[config.mk]
export PLATFORM = sky130hd
export DESIGN_NAME = psum_requant
export DESIGN_NICKNAME = d
export VERILOG_FILES = /design/src/rtl/psum_requant.sv
export SDC_FILE = /design/constraint.sdc
export NUM_CORES = 1
export LEC_CHECK = 0
export ABC_AREA = 1
export ABC_CLOCK_PERIOD_IN_PS = 8800
export CAP_MARGIN = 15
export CORE_MARGIN = 4
export CORE_UTILIZATION = 25
export DETAILED_ROUTE_END_ITERATION = 7
export PLACE_DENSITY = 0.47
export REMOVE_ABC_BUFFERS = 1
export SETUP_SLACK_MARGIN = 0.1
export SLEW_MARGIN = 10
export SYNTH_ARGS = -nofsm -noshare
export SYNTH_HDL_FRONTEND = slang
export SYNTH_SLANG_ARGS = --single-unit
[constraint.sdc]
create_clock -name clk -period 8.8 [get_ports clk]
set_input_delay 1.32 -clock clk [delete_from_list [all_inputs] [get_ports clk]]
set_output_delay 1.32 -clock clk [all_outputs]
set_load 0.02 [all_outputs]
[src/rtl/psum_requant.sv]
// psum_requant: accumulates MAC partial sums per pixel, adds bias, requantizes to WQ bits.
// Final psum -> FIFO head in 3 edges; no upstream backpressure, a push on a full FIFO is dropped and flagged.
module psum_requant #(
  parameter int WI    = 8,
  parameter int N     = 16,
  parameter int WA    = 2*WI+$clog2(N)+2,
  parameter int WACC  = 32,
  parameter int WQ    = 8,
  parameter int DEPTH = 4
) (
  input  logic                   clk,
  input  logic                   rstn,
  input  logic signed [WA-1:0]   psum_i,
  input  logic                   psum_vld_i,
  input  logic                   clr_i,
  input  logic [7:0]             cfg_npass,
  input  logic signed [WACC-1:0] cfg_bias,
  input  logic [4:0]             cfg_shift,
  input  logic                   cfg_relu,
  output logic [WQ-1:0]          q_o,
  output logic                   q_vld_o,
  input  logic                   q_rdy_i,
  output logic                   ovf_o,
  output logic [7:0]             pass_cnt_o
);
  localparam int AW = $clog2(DEPTH);
  localparam logic signed [WACC:0] C_UMAX = (WACC+1)'((1 << WQ) - 1);
  localparam logic signed [WACC:0] C_SMAX = (WACC+1)'((1 << (WQ-1)) - 1);
  localparam logic signed [WACC:0] C_SMIN = (WACC+1)'(-(1 << (WQ-1)));

  logic [7:0]            r_pass, r_npass;
  logic [WACC-1:0]       r_acc, r_bias;
  logic [4:0]            r_shift, r_fin_shift;
  logic                  r_relu, r_fin_relu;
  logic signed [WACC-1:0] r_fin;
  logic                  r_fin_vld, r_q_vld, r_s3_vld;
  logic [WQ-1:0]         r_q, r_s3_dat;
  logic [WQ-1:0]         r_mem [DEPTH];
  logic [AW:0]           r_wp, r_rp;
  logic                  r_ovf;

  logic                  w_first, w_last, w_relu;
  logic [7:0]            w_npass;
  logic [4:0]            w_shift;
  logic [WACC-1:0]       w_bias, w_psum, w_next;
  logic signed [WACC:0]  w_rnd, w_sum, w_sh;
  logic [WQ-1:0]         w_q;
  logic [AW:0]           w_cnt;
  logic                  w_empty, w_full, w_pop, w_push;

  // Config is taken live on the first pass of a group, otherwise from the latched copy.
  always_comb begin
    w_first = (r_pass == 8'd0);
    w_npass = r_npass;
    w_bias  = r_bias;
    w_shift = r_shift;
    w_relu  = r_relu;
    if (w_first) begin
      w_npass = (cfg_npass == 8'd0) ? 8'd1 : cfg_npass;
      w_bias  = cfg_bias;
      w_shift = cfg_shift;
      w_relu  = cfg_relu;
    end
    w_last = (r_pass == w_npass - 8'd1);
    w_psum = {{(WACC-WA){psum_i[WA-1]}}, psum_i};
    w_next = (w_first ? w_bias : r_acc) + w_psum;
  end

  always_ff @(posedge clk or negedge rstn) begin
    if (!rstn) begin
      r_pass      <= '0;
      r_acc       <= '0;
      r_npass     <= 8'd1;
      r_bias      <= '0;
      r_shift     <= '0;
      r_relu      <= 1'b0;
      r_fin       <= '0;
      r_fin_vld   <= 1'b0;
      r_fin_shift <= '0;
      r_fin_relu  <= 1'b0;
    end else if (clr_i) begin
      r_pass    <= '0;
      r_acc     <= '0;
      r_fin_vld <= 1'b0;
    end else begin
      r_fin_vld <= psum_vld_i & w_last;
      if (psum_vld_i) begin
        r_acc <= w_next;
        if (w_first) begin
          r_npass <= w_npass;
          r_bias  <= w_bias;
          r_shift <= w_shift;
          r_relu  <= w_relu;
        end
        if (w_last) begin
          r_pass      <= '0;
          r_fin       <= w_next;
          r_fin_shift <= w_shift;
          r_fin_relu  <= w_relu;
        end else begin
          r_pass <= r_pass + 8'd1;
        end
      end
    end
  end

  // One guard bit keeps the rounding add from wrapping before the shift.
  always_comb begin
    w_rnd = '0;
    if (r_fin_shift != 5'd0) w_rnd = (WACC+1)'(1) << (r_fin_shift - 5'd1);
    w_sum = $signed({r_fin[WACC-1], r_fin}) + w_rnd;
    w_sh  = w_sum >>> r_fin_shift;
    w_q   = w_sh[WQ-1:0];
    if (r_fin_relu) begin
      if (w_sh[WACC])          w_q = '0;
      else if (w_sh > C_UMAX)  w_q = '1;
    end else begin
      if (w_sh > C_SMAX)       w_q = C_SMAX[WQ-1:0];
      else if (w_sh < C_SMIN)  w_q = C_SMIN[WQ-1:0];
    end
  end

  always_ff @(posedge clk or negedge rstn) begin
    if (!rstn) begin
      r_q      <= '0;
      r_q_vld  <= 1'b0;
      r_s3_dat <= '0;
      r_s3_vld <= 1'b0;
    end else begin
      r_q      <= w_q;
      r_q_vld  <= r_fin_vld & ~clr_i;
      r_s3_dat <= r_q;
      r_s3_vld <= r_q_vld & ~clr_i;
    end
  end

  // A pop frees the head slot in the same edge, so a push into a full FIFO still lands.
  always_comb begin
    w_cnt   = r_wp - r_rp;
    w_empty = (r_wp == r_rp);
    w_full  = (w_cnt == (AW+1)'(DEPTH));
    w_pop   = ~w_empty & q_rdy_i;
    w_push  = r_s3_vld & (~w_full | w_pop);
  end

  always_ff @(posedge clk or negedge rstn) begin
    if (!rstn) begin
      r_wp  <= '0;
      r_rp  <= '0;
      r_ovf <= 1'b0;
    end else if (clr_i) begin
      r_wp  <= '0;
      r_rp  <= '0;
      r_ovf <= 1'b0;
    end else begin
      if (w_pop)  r_rp <= r_rp + (AW+1)'(1);
      if (w_push) r_wp <= r_wp + (AW+1)'(1);
      if (r_s3_vld & w_full & ~w_pop) r_ovf <= 1'b1;
    end
  end

  always_ff @(posedge clk) begin
    if (w_push & ~clr_i) r_mem[r_wp[AW-1:0]] <= r_s3_dat;
  end

  assign q_o        = w_empty ? '0 : r_mem[r_rp[AW-1:0]];
  assign q_vld_o    = ~w_empty;
  assign ovf_o      = r_ovf;
  assign pass_cnt_o = r_pass;

endmodule

Yosys cells after proc, flatten, opt, wreduce, memory -nomap -nowiden
Memory sizes are Yosys's and may differ from the RTL's.
Cells that the tools add are included.
{"block": "op_classes", "addsub": 8, "multipliers": 0, "n_div": 0, "magnitude_cmp": 3, "n_eq_ne": 3, "shifts": 2, "n_mux": 26, "bitwise": 13, "reduce_logical": 9}
{"operator": "$mux 32", "n": 3}
{"operator": "$mux 8", "n": 11}
{"operator": "$add 32x33->33", "n": 1}
{"operator": "$gt 33x8->1 const B", "n": 1}
{"operator": "$gt 33x9->1 const B", "n": 1}
{"operator": "$lt 33x8->1 const B", "n": 1}
{"operator": "$mux 33", "n": 1}
{"operator": "$shl 1x5->33 const A", "n": 1}
{"operator": "$sshr 33x5->33", "n": 1}
{"operator": "$add 32x32->32", "n": 1}
{"operator": "$logic_not 8->1", "n": 2}
{"operator": "$mux 3", "n": 4}
{"operator": "$add 8x1->8 const B", "n": 1}
{"operator": "$and 1x1->1", "n": 8}
{"operator": "$eq 8x8->1", "n": 1}
{"operator": "$reduce_bool 2->1", "n": 4}
{"operator": "$sub 8x1->8 const B", "n": 1}
{"operator": "$add 3x1->3 const B", "n": 2}
{"operator": "$mux 1", "n": 6}
{"operator": "$reduce_and 3->1", "n": 2}
{"operator": "$mux 5", "n": 1}
{"operator": "$reduce_bool 5->1", "n": 1}
{"operator": "$sub 5x1->5 const B", "n": 1}
{"operator": "$not 1->1", "n": 4}
{"operator": "4 further kinds", "n": 4}
{"block": "word_totals", "register_bits": 118, "latch_bits": 0, "ram_bits": 32, "romBits": 0, "input_bits": 73, "out_inout_bits": 18, "elab_cells": 81, "mem_count": 1}
{"name": "r_mem", "depth": 4, "word_bits": 8, "rd": 1, "rd_ports_with_merged_regs": 0, "write_ports": 1, "line": "38", "source": "logic [WQ-1:0] r_mem [DEPTH];"}

Longest topological paths before layout
Gate-level depths: netlist (run 1).
{"block": "depth", "word_depth": 9, "ltp_mapped": 40, "mapped_depth_nobuf": 38}

Least setup slack after synthesis (run 1)
No wires, ideal clock.
{"block": "synth_timing", "path_kind": "register -> register", "from": "reg r_pass[0] (netlist: pass_cnt_o[0])", "to": "reg r_fin[30]", "setup_ns": 0.120, "t_arrival_ns": 4.245, "t_required_ns": 8.680, "setup_slack_ns": 4.435, "path_stages_with_launch": 28, "n_path_buf": 2, "synth_period_minus_slack_ns": 4.365, "path_cell_list": "dfrtp_1 inv_1 ha_1 nor3b_1 nand2_1 inv_2 buf_2 buf_1 nand2_1 o21ai_0 ha_1 inv_1 fa_1 o21ai_1 nand2_1 nand3_1 a31oi_1 o21ai_1 a21boi_0 o21ai_1 nand3_1 nand2_1 a21boi_1 o21ai_0 xor2_1 nand2_1 o21ai_0 inv_1"}
{"block": "synth_between", "elab_chain_len": 5, "elab_cells_between_ends": 7, "classes_between": "add/sub (2); eq/ne (1); mux (2); reduce/logical (2)"}
{"element": "from (decl)", "line": "31", "source": "logic [7:0] r_pass, r_npass;"}
{"element": "from (signal assigned)", "line": "101", "source": "r_pass <= r_pass + 8'd1;"}
{"element": "$logic_not 8->1", "line": "53", "source": "w_first = (r_pass == 8'd0);"}
{"element": "$mux 8", "line": "58", "source": "if (w_first) begin"}
{"element": "$sub 8x1->8", "line": "64", "source": "w_last = (r_pass == w_npass - 8'd1);"}
{"element": "$eq 8x8->1", "line": "64"}
{"element": "$reduce_and 3->1 (no source line)"}
{"element": "to (signal assigned)", "line": "97", "source": "r_fin <= w_next;"}
{"element": "to (decl)", "line": "35", "source": "logic signed [WACC-1:0] r_fin;"}
Parallel ways exist; a longest one is shown, timed or not.
A chain may end at the register's enable or synchronous reset.

Worst setup path after layout (run 1)
Ends and elaborated chain as after synthesis.

==> impl_metrics.tcl, run 1 <==
set metrics [dict create \
    status "completed" \
    cts_sinks 150 \
    cts_tree "built" \
    final_core_util 0.293 \
    r2r_start "pass_cnt_o[0]$_DFFE_PN0P_" \
    p_per_area_mw_per_mm2 220 \
    num_vias 13500 \
    fin_crit_ns 6.22 \
    placed_area_mm2 0.0148 \
    synth.distinct_cells 48 \
    num_rows 84 \
    gp_congestion 0.898 \
    wl_met1_um 20400 \
    rr_endpoint "r_fin[30]$_DFFE_PN0P_" \
    dpl.cell_count 2821 \
    yosys.area.top_type "dfrtp_1" \
    cp_top_family "compound AO/OA/AOI/OAI gates" \
    drive_gt1_frac 0.0337 \
    track_usage 0.156 \
    crit_arrival_ns 6.58 \
    io_pins 91 \
    synthFlopType "dfrtp_1" \
    tightest_slew_ns 1.11 \
    fillers 5917 \
    routedWlPerCell_um 15.3 \
    netlist_area_mm2 0.0133 \
    final_cells 2853 \
    routed_wl_um 43600 \
    async_flop_share 0.787 \
    worstSetupPathType "flip-flop to flip-flop" \
    htree_levels 4 \
    ctsResizeCount 0 \
    slowest_stage "nand2_1" \
    path_max_fanout 60 \
    fp.dieArea_mm2 0.0568 \
    critPathBufInv 5 \
    vias_per_cell 4.73 \
    p_leak_nw 7.69 \
    route.detailed.drc 0 \
    synth_common_cells "nand2_1, nand3_1, inv_1" \
    hpwl_um 34400 \
    diodes 0 \
    fp.dieH_um 238 \
    die_w_um 238 \
    netlist_instances 2104 \
    hold_path.startpoint "r_q[7]$_DFF_PN0_" \
    io_buffers 90 \
    layout_setup_ws_ns 2.58 \
    clockRootBuffer "clkbuf_16" \
    maxCapViolations 0 \
    top_layer "met4" \
    ctsLongestPathBuffers 2 \
    slowest_delay_ns 0.54 \
    synth_top_area_frac 0.221 \
    clkTransAtPathRegs_ns 0.07 \
    yosys-top-cells-area "dfrtp_1, nand2_1, nand3_1, inv_1, edfxtp_1" \
    wl_met2_um 20300 \
    holdPathEnd "r_s3_dat[7]$_DFF_PN0_" \
    overflow 0 \
    first_iter_violations 800 \
    rsz0062_at_grt "false" \
    ant_nets 0 \
    synth.most_common_cell "nand2_1" \
    holdBufCountCts 0 \
    post-route-period-util 0.707 \
    hold_depth 0 \
    finalSetupViolations 0 \
    numCtsBuffers 17 \
    cpMostUsedCell "nand2_1" \
    timing.fmax_mhz 161 \
    place_ws_ns 2.51 \
    first_pass_iters 5 \
    reg2reg_setup_slack_ns 2.58 \
    hold_class "flip-flop to flip-flop" \
    reg2reg_depth 26 \
    final_cell_area_mm2 0.0154 \
    start_util 0.252 \
    hold_viol 0 \
    post_cts.repair.setup_buffers 0 \
    antenna_found_initial 1 \
    grt_pass1_vias 13200 \
    worstSetupStartpointType "flip-flop" \
    clock_latency_ns 0.48 \
    worst_clock_skew_ns 0.0217 \
    syn_avg_cell_area_um2 6.30 \
    tns_ns 0 \
    fin_nets 2300 \
    end_kind "flip-flop" \
    drv_slew 0 \
    vdd_drop_max_v 0.000117 \
    core_area_mm2 0.0526 \
    grt_max_degree 67 \
    ys_seq_area_frac 0.295 \
    ys.warnings.count 0 \
    max_slew_margin 0.261 \
    synth-seq-cells 150 \
    synth_edf_count 32 \
    wl_met3_um 1810 \
    crit_required_ns 9.16 \
    area_delta_synth_final_pct 16.2 \
    grt_pass1_wl_um 71100 \
]
-- cell families (layout without fill, tap and decap cells) --
group / count (synthesis) / count (layout) / synth area share
other cells: 1 / 1 / 0.000283
compound gates: 271 / 271 / 0.114
flops: 150 / 150 / 0.295
mux: 1 / 1 / 0.00104
simple gates: 1183 / 1183 / 0.372
fa+ha+maj: 75 / 75 / 0.0719
buf+inv: 366 / 427 / 0.107
xor+xnor: 57 / 57 / 0.0377
-- placed cells by master, fill, tap and decap left out, types with 3 or more instances in the layout --
master and instances:
a21boi_1 4, a21o_1 4, a21oi_1 61, a31oi_1 7, buf_4 12, clkbuf_16 17
clkdlybuf4s50_1 89, clkinv_1 3, clkinv_8 4, dfrtp_1 117, edfxtp_1 32, ha_1 73
inv_1 286, inv_2 5, inv_6 3, inv_8 5, nand2_1 661, nand3_1 301
nand3b_1 4, nand4_1 11, nor2_1 179, nor3_1 10, nor4_1 4, o211ai_1 3
o21ai_0 100, o21ai_1 32, o21ai_2 12, o21bai_1 4, o22ai_1 36, or2_2 3
xnor2_1 18, xor2_1 39
-- routing by layer --
metal / global-route usage / vias up
li1: - / 6892
met1: 0.209 / 6251
met2: 0.260 / 298
met3: 0.0244 / 62
met4: 0.0498 / 0
met5: 0 / -
-- sequential cells by signal, indices dropped and copies added (netlist names), 3 cells and up --
| signal | cells |
|---|---|
| r_shift | 5 |
| pass_cnt_o | 8 |
| r_fin | 32 |
| r_rp | 3 |
| r_acc | 32 |
| r_npass | 8 |
| r_q | 8 |
| r_s3_dat | 8 |
| r_fin_shift | 5 |
| r_wp | 3 |
| r_mem | 32 |
-- worst reg2reg max path, cell delays in order, from the launching register on --
cell and delay, ns:
dfrtp_1 0.40, inv_1 0.16, ha_1 0.16, nor3b_1 0.23, nand2_1 0.54, inv_2 0.52, buf_4 0.52, nand2_1 0.10
o21ai_0 0.10, ha_1 0.19, inv_1 0.05, fa_1 0.41, o21ai_1 0.36, nand2_1 0.10, nand3_1 0.14, a31oi_1 0.17
o21ai_1 0.25, a21boi_0 0.19, o21ai_1 0.38, nand3_1 0.17, nand2_1 0.14, a21boi_1 0.12, o21ai_0 0.21, xor2_1 0.32
nand2_1 0.08, o21ai_0 0.08, inv_1 0.05
-- power by group --
group,switching (mW),leakage (nW),internal (mW)
Combinational,1.16,5.56,0.561
Sequential,0.0549,1.82,0.824
Clock,0.367,0.303,0.411
Total,1.59,7.69,1.80
-- through the flow --
stage / hold WS, ns / power, mW
floorplan: 0.331 / 2.08
global placement: 0.334 / 2.62
detailed placement: 0.339 / 2.62
CTS: 0.356 / 3.42
global route: 0.357 / 3.71
finish: 0.352 / 3.38
-- final cells by class --
type / count / area [um^2] / share of cell area
clock buffers: 17 / 425 / 0.0276
clock inverters: 15 / 195 / 0.0127
inverters: 294 / 1100 / 0.0716
multi-input cells: 1588 / 7920 / 0.514
flip-flops and latches: 150 / 3920 / 0.254
well taps: 688 / 861 / 0.0559
repair buffers: 101 / 981 / 0.0637
-- how the worst max path moves through the flow --
stage                                           from                     to  slack, ns  depth (start not counted)
after floorplan           r_fin_shift[1]$_DFFE_PN0P_       r_q[0]$_DFF_PN0_       3.73                         32
after CTS                  pass_cnt_o[0]$_DFFE_PN0P_  r_fin[30]$_DFFE_PN0P_       2.48                         26
final                      pass_cnt_o[0]$_DFFE_PN0P_  r_fin[30]$_DFFE_PN0P_       2.58                         26
after global routing       pass_cnt_o[0]$_DFFE_PN0P_  r_fin[30]$_DFFE_PN0P_       1.89                         26
after global placement     pass_cnt_o[0]$_DFFE_PN0P_  r_fin[30]$_DFFE_PN0P_       2.53                         26
after detailed placement   pass_cnt_o[0]$_DFFE_PN0P_  r_fin[30]$_DFFE_PN0P_       2.51                         26
No activity file was read; power rests on OpenSTA's default activity.
==> inputs of run 2 (changes only) <==
Settings changed: ABC_CLOCK_PERIOD_IN_PS 8800 to 5940.
Clock period 8.8 ns to 5.94 ns, I/O delays scaled along.
==> impl_metrics.tcl, run 2 (synthesis gave the netlist of run 1 again) <==
set metrics [dict create \
    io_buffers 90 \
    cts_sinks 150 \
    ant_nets 0 \
    final_cell_mix "nand2_1, nand3_1, inv_1, nor2_1, dfrtp_1" \
    numCtsBuffers 17 \
    grt_pass1_vias 13200 \
    crit_required_ns 6.29 \
    track_usage 0.155 \
    fp.dieH_um 238 \
    num_vias 13300 \
    post-route-period-util 0.855 \
    path_max_fanout 11 \
    maxCapViolations 0 \
    r2r_start "r_fin_shift[3]$_DFFE_PN0P_" \
    rsz0062_at_grt "false" \
    cpMostUsedCell "nand2_1" \
    first_pass_iters 5 \
    tightest_slew_ns 0.885 \
    finalSetupViolations 0 \
    clkTransAtPathRegs_ns 0.07 \
    ctsLongestPathBuffers 2 \
    p_leak_nw 7.71 \
    drv_slew 0 \
    area_delta_synth_final_pct 16.5 \
    routed_wl_um 43000 \
    reg2reg_setup_slack_ns 0.86 \
    die_w_um 238 \
    critPathBufInv 4 \
    ctsResizeCount 0 \
    holdBufCountCts 0 \
    core_area_mm2 0.0526 \
    hpwl_um 34700 \
    clock_latency_ns 0.47 \
    slowest_stage "nor2_1" \
    worst_setup_path_endpoint "r_q[6]$_DFF_PN0_" \
    route.detailed.drc 0 \
    htree_levels 4 \
    first_iter_violations 858 \
    worst_clock_skew_ns 0.0147 \
    num_rows 84 \
    cp_top_family "simple AND/OR/NAND/NOR gates" \
    clockRootBuffer "clkbuf_16" \
    status "completed" \
    diodes 0 \
    layout_commonest_cell "nand2_1" \
    hold_slack_ns 0.212 \
    grt_max_degree 59 \
    tns_ns 0 \
    worstSetupPathType "flip-flop to flip-flop" \
    worstSetupStartpointType "flip-flop" \
    fillers 5878 \
    io_pins 91 \
    antenna_found_initial 0 \
    reg2reg_depth 33 \
    hold_viol 0 \
    gp_congestion 0.892 \
    rr_endpoint "r_q[6]$_DFF_PN0_" \
    cp.depth 33 \
    post_cts.repair.setup_buffers 0 \
    hold_class "input port to async pin" \
    p_per_area_mw_per_mm2 320 \
    routedWlPerCell_um 15.0 \
    max_slew_margin 0.408 \
    drive_gt1_frac 0.0377 \
    cts_tree "built" \
    timing.fmax_mhz 197 \
    start_util 0.252 \
    vdd_drop_max_v 0.000180 \
    fin_nets 2309 \
    crit_arrival_ns 5.43 \
    cp-startpoint "r_fin_shift[3]$_DFFE_PN0P_" \
    grt_pass1_wl_um 70800 \
    overflow 0 \
    vias_per_cell 4.64 \
    fp.dieArea_mm2 0.0568 \
    end_kind "flip-flop" \
    fin_crit_ns 5.08 \
    slowest_delay_ns 0.58 \
]
==> run 2: cell type report <==
cell class                      count  area [um^2]  share of cell area
Timing Repair Buffer              110         1050              0.0679
Multi-Input combinational cell   1588         7920               0.513
Clock buffer                       17          425              0.0275
Clock inverter                     15          174              0.0113
Inverter                          294         1100              0.0714
Tap cell                          688          861              0.0557
Sequential cell                   150         3920               0.253
==> run 2: per-layer routing <==
layer  wire, um  vias up  track usage
li1           -     6916            -
met1      20500     6063        0.209
met2      19900      252        0.253
met3       1490       51       0.0239
met4       1160        0       0.0512
met5          0        -            0
==> run 2: metrics by stage <==
step / power, mW / util / instances / instance area [um^2] / setup WS, ns
2_1_floorplan: 3.09 / - / 2032 / 12900 / 0.870
3_3_place_gp: 3.89 / 0.283 / 2830 / 14800 / 0.801
3_5_place_dp: 3.89 / 0.283 / 2830 / 14800 / 0.888
4_1_cts: 5.01 / 0.294 / 2862 / 15400 / 0.868
5_1_grt: 5.43 / 0.294 / 2862 / 15400 / 0.203
6_report: 4.95 / 0.294 / 2862 / 15400 / 0.858
==> run 2: power by group <==
group | total (mW) | switching (mW) | internal [mW]
Clock | 1.10 | 0.530 | 0.567
Combinational | 2.54 | 1.70 | 0.842
Sequential | 1.31 | 0.0928 | 1.22
==> run 2: worst reg2reg max path: cells and delay by family, from the launching register on <==
family        cells  cell delay, ns
simple gates     28            4.00
buf+inv           4            0.39
flops             1            0.40
fa+ha+maj         1            0.20
==> run 2: worst min path at each step <==
| stage | from | end | slack [ns] |
|---|---|---|---|
| after global placement | r_q[7]$_DFF_PN0_ | r_s3_dat[7]$_DFF_PN0_ | 0.33 |
| after CTS | rstn | r_acc[25]$_DFFE_PN0P_ | 0.19 |
| final | rstn | r_acc[25]$_DFFE_PN0P_ | 0.21 |
| after global routing | rstn | r_acc[25]$_DFFE_PN0P_ | 0.19 |
| after detailed placement | r_q[2]$_DFF_PN0_ | r_s3_dat[2]$_DFF_PN0_ | 0.34 |
| after floorplan | r_q[0]$_DFF_PN0_ | r_s3_dat[0]$_DFF_PN0_ | 0.33 |
==> inputs of run 3 (changes only) <==
Settings changed: PLACE_DENSITY 0.47 to 0.49.
==> impl_metrics.tcl, run 3 (synthesis gave the netlist of run 1 again) <==
set metrics [dict create \
    num_vias 13400 \
    fin_crit_ns 5.02 \
    p_sw_mw 2.33 \
    comb_power_share 0.515 \
    track_usage 0.150 \
    cpMostUsedCell "nand2_1" \
    path_max_fanout 38 \
    route.detailed.drc 0 \
    start_util 0.252 \
    holdBufCountCts 0 \
    antenna_found_initial 0 \
    slowest_delay_ns 0.43 \
    final_core_util 0.295 \
    reg2reg_setup_slack_ns 0.92 \
    clockRootBuffer "clkbuf_16" \
    p_per_area_mw_per_mm2 321 \
    die_w_um 238 \
    timing.fmax_mhz 199 \
    end_kind "flip-flop" \
    cts_tree "built" \
    maxCapViolations 0 \
    layout_commonest_cell "nand2_1" \
    crit_required_ns 6.28 \
    layout_setup_ws_ns 0.918 \
    worst_clock_skew_ns 0.0129 \
    fin_nets 2312 \
    htree_levels 4 \
    vdd_drop_max_v 0.000176 \
    rsz0062_at_grt "false" \
    hold_class "flip-flop to flip-flop" \
    p_leak_nw 7.73 \
    num_rows 84 \
    post-route-period-util 0.845 \
    cts_sinks 150 \
    worstSetupStartpointType "flip-flop" \
    crit_arrival_ns 5.36 \
    grt_pass1_vias 13100 \
    clkTransAtPathRegs_ns 0.07 \
    status "completed" \
    io_buffers 90 \
    hpwl_um 34100 \
    pwr-share-seq 0.265 \
    power_frac_clock 0.220 \
    final_cell_mix "nand2_1, nand3_1, inv_1, nor2_1, dfrtp_1" \
    ctsResizeCount 0 \
    tns_ns 0 \
    routedWlPerCell_um 14.8 \
    total_power_mw 4.97 \
    max_slew_margin 0.406 \
    grt_max_degree 67 \
    fp.dieArea_mm2 0.0568 \
    gp_congestion 0.961 \
    switching_share 0.469 \
    drive_gt1_frac 0.0390 \
    critPathBufInv 6 \
    vias_per_cell 4.67 \
    post_cts.repair.setup_buffers 0 \
    hold_viol 0 \
    core_area_mm2 0.0526 \
    slowest_stage "dfrtp_1" \
    first_pass_iters 5 \
    area_delta_synth_final_pct 16.8 \
    cp_top_family "simple AND/OR/NAND/NOR gates" \
    clock_latency_ns 0.45 \
    ant_nets 0 \
    io_pins 91 \
    routed_wl_um 42400 \
    grt_pass1_wl_um 69300 \
    diodes 0 \
    finalSetupViolations 0 \
    numCtsBuffers 17 \
    intPower_mw 2.64 \
    first_iter_violations 833 \
    tightest_slew_ns 0.890 \
    ctsLongestPathBuffers 2 \
    fillers 5880 \
    worstSetupPathType "flip-flop to flip-flop" \
    drv_slew 0 \
    fp.dieH_um 238 \
    place_ws_ns 0.983 \
    overflow 0 \
]
[run 3: worst paths after layout]
| kind | start | endpoint | depth (start not counted) |
|---|---|---|---|
| setup / recovery | r_fin_shift[0]$_DFFE_PN0P_ | r_q[4]$_DFF_PN0_ | 35 |
| hold / removal | r_q[7]$_DFF_PN0_ | r_s3_dat[7]$_DFF_PN0_ | 0 |
| setup reg to reg | r_fin_shift[0]$_DFFE_PN0P_ | r_q[4]$_DFF_PN0_ | 35 |
| hold reg to reg | r_q[7]$_DFF_PN0_ | r_s3_dat[7]$_DFF_PN0_ | 0 |
| max in group asynchronous | rstn | r_q[5]$_DFF_PN0_ | 2 |
| min in group asynchronous | rstn | r_acc[26]$_DFFE_PN0P_ | 2 |
[run 3: area by class of cell]
type                            instances  area (um^2)  share of cell area
Clock inverter                         15          176              0.0114
Sequential cell                       150         3920               0.253
Clock buffer                           17          425              0.0275
Multi-Input combinational cell       1588         7920               0.512
Inverter                              294         1100              0.0713
Timing Repair Buffer                  113         1080              0.0700
Tap cell                              688          861              0.0556
[run 3: per-stage QoR]
step | std cells | instance area, um^2 | hold WS (ns)
3_3_place_gp | 2833 | 14900 | 0.336
2_1_floorplan | 2032 | 12900 | 0.331
6_report | 2865 | 15500 | 0.346
4_1_cts | 2865 | 15500 | 0.349
3_5_place_dp | 2833 | 14900 | 0.335
5_1_grt | 2865 | 15500 | 0.362
[run 3: layer usage]
metal	part of all wire	global-route usage	vias up
li1	-	-	6925
met1	0.48	0.201	6146
met2	0.46	0.253	265
met3	0.035	0.0208	48
met4	0.024	0.0454	0
met5	0	0	-
[run 3: power by group through the flow]
stage,Clock [mW],Combinational (mW),Sequential [mW]
final,1.09,2.56,1.32
after global routing,1.17,2.91,1.34
after CTS,1.13,2.55,1.32
after detailed placement,0,2.54,1.34
after global placement,0,2.54,1.34
after floorplan,0,1.74,1.34
[run 3: worst reg2reg max path: cells and delay by family, from the launching register on]
kind	cells	cell delay (ns)
DFF	1	0.43
buffers and inverters	6	0.73
and+or+nand+nor	28	3.48
adders and majority gates	1	0.28
